`src/rtl/instr_fetch_responder_if.sv`:
```
// Bundle of signals between the PC stage, instruction memory and decode
// that the fetch responder sits between.
interface instr_fetch_responder_if #(
    parameter int unsigned ADDR_W  = 6,
    parameter int unsigned INSTR_W = 32
);
    logic               flush;
    logic               req_valid;
    logic [ADDR_W-1:0]  req_addr;
    logic               req_ready;
    logic               mem_en;
    logic [ADDR_W-1:0]  mem_addr;
    logic [INSTR_W-1:0] mem_rdata;
    logic               rsp_valid;
    logic [ADDR_W-1:0]  rsp_addr;
    logic [INSTR_W-1:0] rsp_instr;
    logic               rsp_ready;
    logic               busy;
    logic               seq_err;

    // Responder side
    modport slave (
        input  flush, req_valid, req_addr, mem_rdata, rsp_ready,
        output req_ready, mem_en, mem_addr, rsp_valid, rsp_addr, rsp_instr,
               busy, seq_err
    );

    // Environment side: PC stage, memory and decode together
    modport master (
        output flush, req_valid, req_addr, mem_rdata, rsp_ready,
        input  req_ready, mem_en, mem_addr, rsp_valid, rsp_addr, rsp_instr,
               busy, seq_err
    );
endinterface

```
`src/rtl/instr_fetch_responder.sv`:
```
// Fetch responder: turns PC requests into memory reads and queues the returned
// instructions, with their addresses, in order toward decode.
module instr_fetch_responder #(
    parameter int unsigned ADDR_W  = 6,
    parameter int unsigned INSTR_W = 32,
    parameter int unsigned DEPTH   = 4
) (
    input logic                   clk,
    input logic                   rst,
    instr_fetch_responder_if.slave bus
);
    localparam int unsigned PTR_W = (DEPTH > 1) ? $clog2(DEPTH) : 1;
    localparam int unsigned CNT_W = $clog2(DEPTH + 1);
    localparam int unsigned OCC_W = CNT_W + 1;

    logic [ADDR_W-1:0]  r_addr_q  [DEPTH];
    logic [INSTR_W-1:0] r_instr_q [DEPTH];
    logic [CNT_W-1:0]   r_count;
    logic [PTR_W-1:0]   r_wptr;
    logic [PTR_W-1:0]   r_rptr;
    logic               r_inflight;
    logic [ADDR_W-1:0]  r_inflight_addr;
    logic               r_seq_armed;
    logic [ADDR_W-1:0]  r_last_addr;
    logic               r_seq_err;

    logic [OCC_W-1:0]   w_occ;
    logic               w_req_ready;
    logic               w_accept;
    logic               w_push;
    logic               w_pop;
    logic               w_rsp_valid;
    logic [ADDR_W-1:0]  w_next_addr;

    // Reserve a queue slot for the read in flight so the fill can never overflow
    assign w_occ       = OCC_W'(r_count) + OCC_W'(r_inflight);
    assign w_req_ready = !bus.flush && (w_occ < OCC_W'(DEPTH));
    assign w_accept    = rst && bus.req_valid && w_req_ready;
    assign w_push      = r_inflight;
    assign w_rsp_valid = (r_count != '0);
    assign w_pop       = w_rsp_valid && bus.rsp_ready;
    assign w_next_addr = r_last_addr + ADDR_W'(1);

    assign bus.req_ready = w_req_ready;
    assign bus.mem_en    = w_accept;
    assign bus.mem_addr  = bus.req_addr;
    assign bus.rsp_valid = w_rsp_valid;
    assign bus.rsp_addr  = r_addr_q[r_rptr];
    assign bus.rsp_instr = r_instr_q[r_rptr];
    assign bus.busy      = w_rsp_valid || r_inflight;
    assign bus.seq_err   = r_seq_err;

    always_ff @(posedge clk or negedge rst) begin
        if (!rst) begin
            for (int i = 0; i < int'(DEPTH); i++) begin
                r_addr_q[i]  <= '0;
                r_instr_q[i] <= '0;
            end
            r_count         <= '0;
            r_wptr          <= '0;
            r_rptr          <= '0;
            r_inflight      <= 1'b0;
            r_inflight_addr <= '0;
            r_seq_armed     <= 1'b0;
            r_last_addr     <= '0;
            r_seq_err       <= 1'b0;
        end else begin
            // Request acceptance and address-sequence tracking
            if (w_accept) begin
                r_inflight      <= 1'b1;
                r_inflight_addr <= bus.req_addr;
                r_last_addr     <= bus.req_addr;
                r_seq_armed     <= 1'b1;
                if (r_seq_armed && (bus.req_addr != w_next_addr)) begin
                    r_seq_err <= 1'b1;
                end
            end else begin
                r_inflight <= 1'b0;
            end

            // Flush drops both the queue and any read returning next cycle
            if (bus.flush) begin
                r_count     <= '0;
                r_wptr      <= '0;
                r_rptr      <= '0;
                r_inflight  <= 1'b0;
                r_seq_armed <= 1'b0;
            end else begin
                if (w_push) begin
                    r_addr_q[r_wptr]  <= r_inflight_addr;
                    r_instr_q[r_wptr] <= bus.mem_rdata;
                    r_wptr            <= r_wptr + PTR_W'(1);
                end
                if (w_pop) begin
                    r_rptr <= r_rptr + PTR_W'(1);
                end
                case ({w_push, w_pop})
                    2'b10:   r_count <= r_count + CNT_W'(1);
                    2'b01:   r_count <= r_count - CNT_W'(1);
                    default: r_count <= r_count;
                endcase
            end
        end
    end

    a_no_overflow: assert property (@(posedge clk) disable iff (!rst)
        !(w_push && (r_count == CNT_W'(DEPTH))));

endmodule

```
`src/flat_wrapper.sv`:
```
// flat-port wrapper written by rule: the top's interface ports become plain ports
module instr_fetch_responder_flat 
#(
    parameter int unsigned ADDR_W  = 6,
    parameter int unsigned INSTR_W = 32,
    parameter int unsigned DEPTH   = 4
)
  (clk, rst, bus_flush, bus_req_valid, bus_req_addr, bus_mem_rdata, bus_rsp_ready, bus_req_ready, bus_mem_en, bus_mem_addr, bus_rsp_valid, bus_rsp_addr, bus_rsp_instr, bus_busy, bus_seq_err);
  instr_fetch_responder_if #(.ADDR_W(ADDR_W), .INSTR_W(INSTR_W)) bus_i ();
  input logic clk;
  input logic rst;
  input wire logic [$bits(bus_i.flush)-1:0] bus_flush;
  input wire logic [$bits(bus_i.req_valid)-1:0] bus_req_valid;
  input wire logic [$bits(bus_i.req_addr)-1:0] bus_req_addr;
  input wire logic [$bits(bus_i.mem_rdata)-1:0] bus_mem_rdata;
  input wire logic [$bits(bus_i.rsp_ready)-1:0] bus_rsp_ready;
  output wire logic [$bits(bus_i.req_ready)-1:0] bus_req_ready;
  output wire logic [$bits(bus_i.mem_en)-1:0] bus_mem_en;
  output wire logic [$bits(bus_i.mem_addr)-1:0] bus_mem_addr;
  output wire logic [$bits(bus_i.rsp_valid)-1:0] bus_rsp_valid;
  output wire logic [$bits(bus_i.rsp_addr)-1:0] bus_rsp_addr;
  output wire logic [$bits(bus_i.rsp_instr)-1:0] bus_rsp_instr;
  output wire logic [$bits(bus_i.busy)-1:0] bus_busy;
  output wire logic [$bits(bus_i.seq_err)-1:0] bus_seq_err;
  assign bus_i.flush = bus_flush;
  assign bus_i.req_valid = bus_req_valid;
  assign bus_i.req_addr = bus_req_addr;
  assign bus_i.mem_rdata = bus_mem_rdata;
  assign bus_i.rsp_ready = bus_rsp_ready;
  assign bus_req_ready = bus_i.req_ready;
  assign bus_mem_en = bus_i.mem_en;
  assign bus_mem_addr = bus_i.mem_addr;
  assign bus_rsp_valid = bus_i.rsp_valid;
  assign bus_rsp_addr = bus_i.rsp_addr;
  assign bus_rsp_instr = bus_i.rsp_instr;
  assign bus_busy = bus_i.busy;
  assign bus_seq_err = bus_i.seq_err;
  instr_fetch_responder #(.ADDR_W(ADDR_W), .INSTR_W(INSTR_W), .DEPTH(DEPTH)) u_core (.clk(clk), .rst(rst), .bus(bus_i));
endmodule
```
`config.mk`:
```
export PLATFORM = sky130hd
export DESIGN_NAME = instr_fetch_responder_flat
export DESIGN_NICKNAME = d
export VERILOG_FILES = /design/src/rtl/instr_fetch_responder_if.sv /design/src/rtl/instr_fetch_responder.sv /design/src/flat_wrapper.sv
export SDC_FILE = /design/constraint.sdc
export NUM_CORES = 1
export LEC_CHECK = 0
export CELL_PAD_IN_SITES_DETAIL_PLACEMENT = 1
export CELL_PAD_IN_SITES_GLOBAL_PLACEMENT = 1
export CORE_ASPECT_RATIO = 0.9
export CORE_MARGIN = 5
export CORE_UTILIZATION = 25
export DETAILED_ROUTE_END_ITERATION = 12
export PLACE_DENSITY = 0.51
export SLEW_MARGIN = 20
export SYNTH_ARGS = -nofsm -noshare
export SYNTH_HDL_FRONTEND = slang
export SYNTH_SLANG_ARGS = --single-unit
```
`constraint.sdc`:
```
create_clock -name clk -period 3.6 [get_ports clk]
set_clock_uncertainty 0.15 [all_clocks]
set_input_delay 0.72 -clock clk [delete_from_list [all_inputs] [get_ports clk]]
set_output_delay 0.72 -clock clk [all_outputs]
set_load 0.1 [all_outputs]
```
==> reports/qor.txt <==
Clock share of power: 21.0%
Synth warn: 0
Die W: 197 um
Gpl congestion: 0.693
Clock Latency Late Sink: 0.43 ns
Worst Setup Slack, final: 0.505 ns
Fin crit share: 86.0%
Post-Syn Area per Cell: 17.1 um2
Tightest Pin Transition: 0.838 ns
Worst-path clk slew: 0.07 ns
Worst vdd ir: 660 uV
Area leader, netlist: dfrtp_1
Post-synth design cell area: 7900 um2
DR WL met2: 9.64 mm
Worst EP arrival: 2.22 ns
CP Class: register to primary output
Compound-cell area share of the yosys netlist: 1.05%
IO Pins: 92
CTS Sinks: 168
Routed Wire Length: 19.2 mm
Final instance area: 9710 um2
Total GRT Usage: 11.4%
Multiplexer share of the synthesized area: 37.6%
Area growth syn-to-layout: 23.0%
Place WS: 0.693 ns
CTS Buffer Depth: 2
Post-DR vias/cell: 4.36
Worst-path maximum fanout: 19
Slew Viols, Final: 0
Hold WC Path Type: primary input to async pin
Post-synthesis net count: 512
Chip Height: 179 um
LEAKAGE: 4.61 nW
Cell variety after synth: 36
Post-synthesis xor/xnor area fraction: 1.33%
Sw frac: 47.5%
Max layer used: met4
Standard-cell rows: 61
Top-area cell type share of the netlist area: 53.2%
Final setup fails: 0
Final Hold Viols: 0
Initial DRC count: 101
Pint: 4.64 mW
Fin crit period: 3.09 ns
# DRC: 0
Area contributors post-synth: dfrtp_1 (53%), mux2_4 (15%), mux2_2 (11%)
Gate power share: 49.4%
Run status: finished clean
WL met3: 805 um
CTS tree: yes
Post-CTS resize count: 0
H-Tree Depth: 4
First-pass GRT wire length: 30.4 mm
Initial antenna violation count: 0
Sequential Power Share: 29.6%
Seq cells post-synth: 168
Switch Pwr: 4.20 mW
Max Cap Viol: 0
Setup TNS: 0 ns
DR WL/cell: 19.7 um
Nets: 603
Area share of fa/ha/maj cells after synthesis: 1.05%
Worst slew margin: 44.2%
CP required: 2.73 ns
Ant diodes: 0
Worst Setup End Kind: primary output
Cells after Synth: 463
Largest net degree at the start of global routing: 75
Vias: 4,253
Final core utilization: 31.3%
DP HPWL: 12.5 mm
Share of cells above drive strength 1: 53.8%
Worst setup SP type: register
Sequential area share after synthesis: 53.2%
Vias in the first global route: 5,014
R2R depth: 6
Core area: 31,100 um2
Port buffer count: 91
Total congestion overflow: 0
RSZ-0062 raised after global routing: false
Post-DRT Antenna Nets: 0
DIE AREA: 35,200 um2
Postcts setup bufs: 0
M1 WL: 8.56 mm
Main combinational cell family by area after synthesis: multiplexers
Total CTS buffers: 17
Router iterations before antenna repair: 4
Initial Util: 25.4%
Fill count: 3,196
Fmax: 323 MHz
Post-CTS Hold Buffers: 0
Placed Instance Area: 9090 um2
Pwr/cell area: 910 nW/um2
Synth Area in Simple Gates: 2.14%
Root Driver: clkbuf_16
Total Power: 8.84 mW
==> cells in the final DEF, fill, tap and decap left out, types with 2 or more instances in the layout <==
cell type	Yosys	final
a21oi_1	2	2
mux2i_1	3	3
nor2_1	7	7
and3_1	4	4
clkinv_4	0	4
clkdlybuf4s50_1	0	41
bufinv_16	0	2
ha_1	5	5
or2_2	2	2
dfrtp_1	168	166
buf_4	8	62
nor3_1	2	2
clkbuf_16	0	17
clkinv_2	0	2
mux2_2	77	77
mux4_2	38	38
inv_6	0	6
inv_1	3	3
xor2_1	6	6
nand2_1	2	2
xnor2_1	6	6
nand2_2	4	4
buf_12	0	3
nand3_1	3	3
mux2_4	80	80
==> stage by stage <==
stage,std cells,hold slack [ns]
after floorplan,463,0.274
after global placement,943,0.323
after detailed placement,943,0.331
after CTS,975,0.00000711
after global routing,976,0.0151
final,976,0.0177
==> Yosys cell counts <==
cell type,number
and3_1,4
mux2i_1,3
a311oi_2,1
buf_4,8
mux4_2,38
mux2_4,80
xor2_1,6
o2bb2ai_1,1
inv_1,3
o22a_1,1
ha_1,5
dfrtp_1,168
xnor2_1,6
mux2_2,77
nand2_1,2
nand2_2,4
a21o_1,1
nor3_1,2
a21oi_1,2
buf_6,13
fa_1,1
a31oi_1,1
or3_1,1
o21ai_0,1
nor4_1,1
clkbuf_1,5
nor2b_4,1
nor3b_1,1
mux2_1,1
or2_2,2
buf_2,10
nand3b_1,1
nor2b_1,1
o31ai_4,1
nand3_1,3
nor2_1,7
==> flip-flops by register name, indices dropped and copies added (netlist names), 2 cells and up <==
signal / count
u_core.r_rptr: 2
u_core.r_wptr: 2
u_core.r_addr_q: 24
u_core.r_instr_q: 128
u_core.r_count: 3
u_core.r_inflight_addr: 6
==> per-layer routing <==
metal | vias to the layer above | global-route usage [%]
li1 | 1874 | -
met1 | 2294 | 14.4
met2 | 73 | 19.0
met3 | 12 | 3.40
met4 | 0 | 3.24
met5 | - | 0
==> power by group through the flow <==
| stage | logic, mW | clock network [mW] | registers [mW] |
|---|---|---|---|
| finish | 4.37 | 1.86 | 2.61 |
| global route | 4.55 | 2.02 | 2.67 |
| CTS | 4.43 | 1.93 | 2.62 |
| detailed placement | 4.42 | 0 | 2.65 |
| global placement | 4.37 | 0 | 2.61 |
| floorplan | 3.58 | 0 | 2.51 |
==> critical path, cell delays in order (launching register included) <==
cell     delay [ns]
dfrtp_4        0.70
buf_12         0.26
mux4_2         0.55
buf_4          0.25
==> kinds of logic after synthesis <==
logic type | after synthesis
buffers and inverters | 39
XOR/XNOR | 12
flip-flops | 168
multiplexers | 199
AO/OA/AOI/OAI | 9
AND/OR/NAND/NOR | 30
adder cells (fa/ha/maj) | 6
==> path summary, 6_finish.rpt <==
path,startpoint,to,slack [ns]
worst min-delay path,rst,u_core.r_instr_q[34],0.02
min in group clk,u_core.r_seq_armed,u_core.r_seq_armed,0.35
worst max-delay path,u_core.r_rptr[0],bus_rsp_instr[14],0.51
worst max register to register,u_core.r_count[0],u_core.r_count[2],1.48
worst min register to register,u_core.r_seq_armed,u_core.r_seq_armed,0.35
max in group asynchronous,rst,u_core.r_rptr[0],2.05
==> cell type report <==
cell class / instances / area [um2] / area share [%]
repair buffers: 108 / 975 / 10.0
flip-flops and latches: 168 / 4210 / 43.3
well taps: 409 / 512 / 5.27
clock buffers: 17 / 425 / 4.38
multi-input cells: 256 / 3420 / 35.2
inverters: 3 / 11.3 / 0.116
clock inverters: 15 / 165 / 1.70
Note: power is estimated with default switching activity, not from simulation.
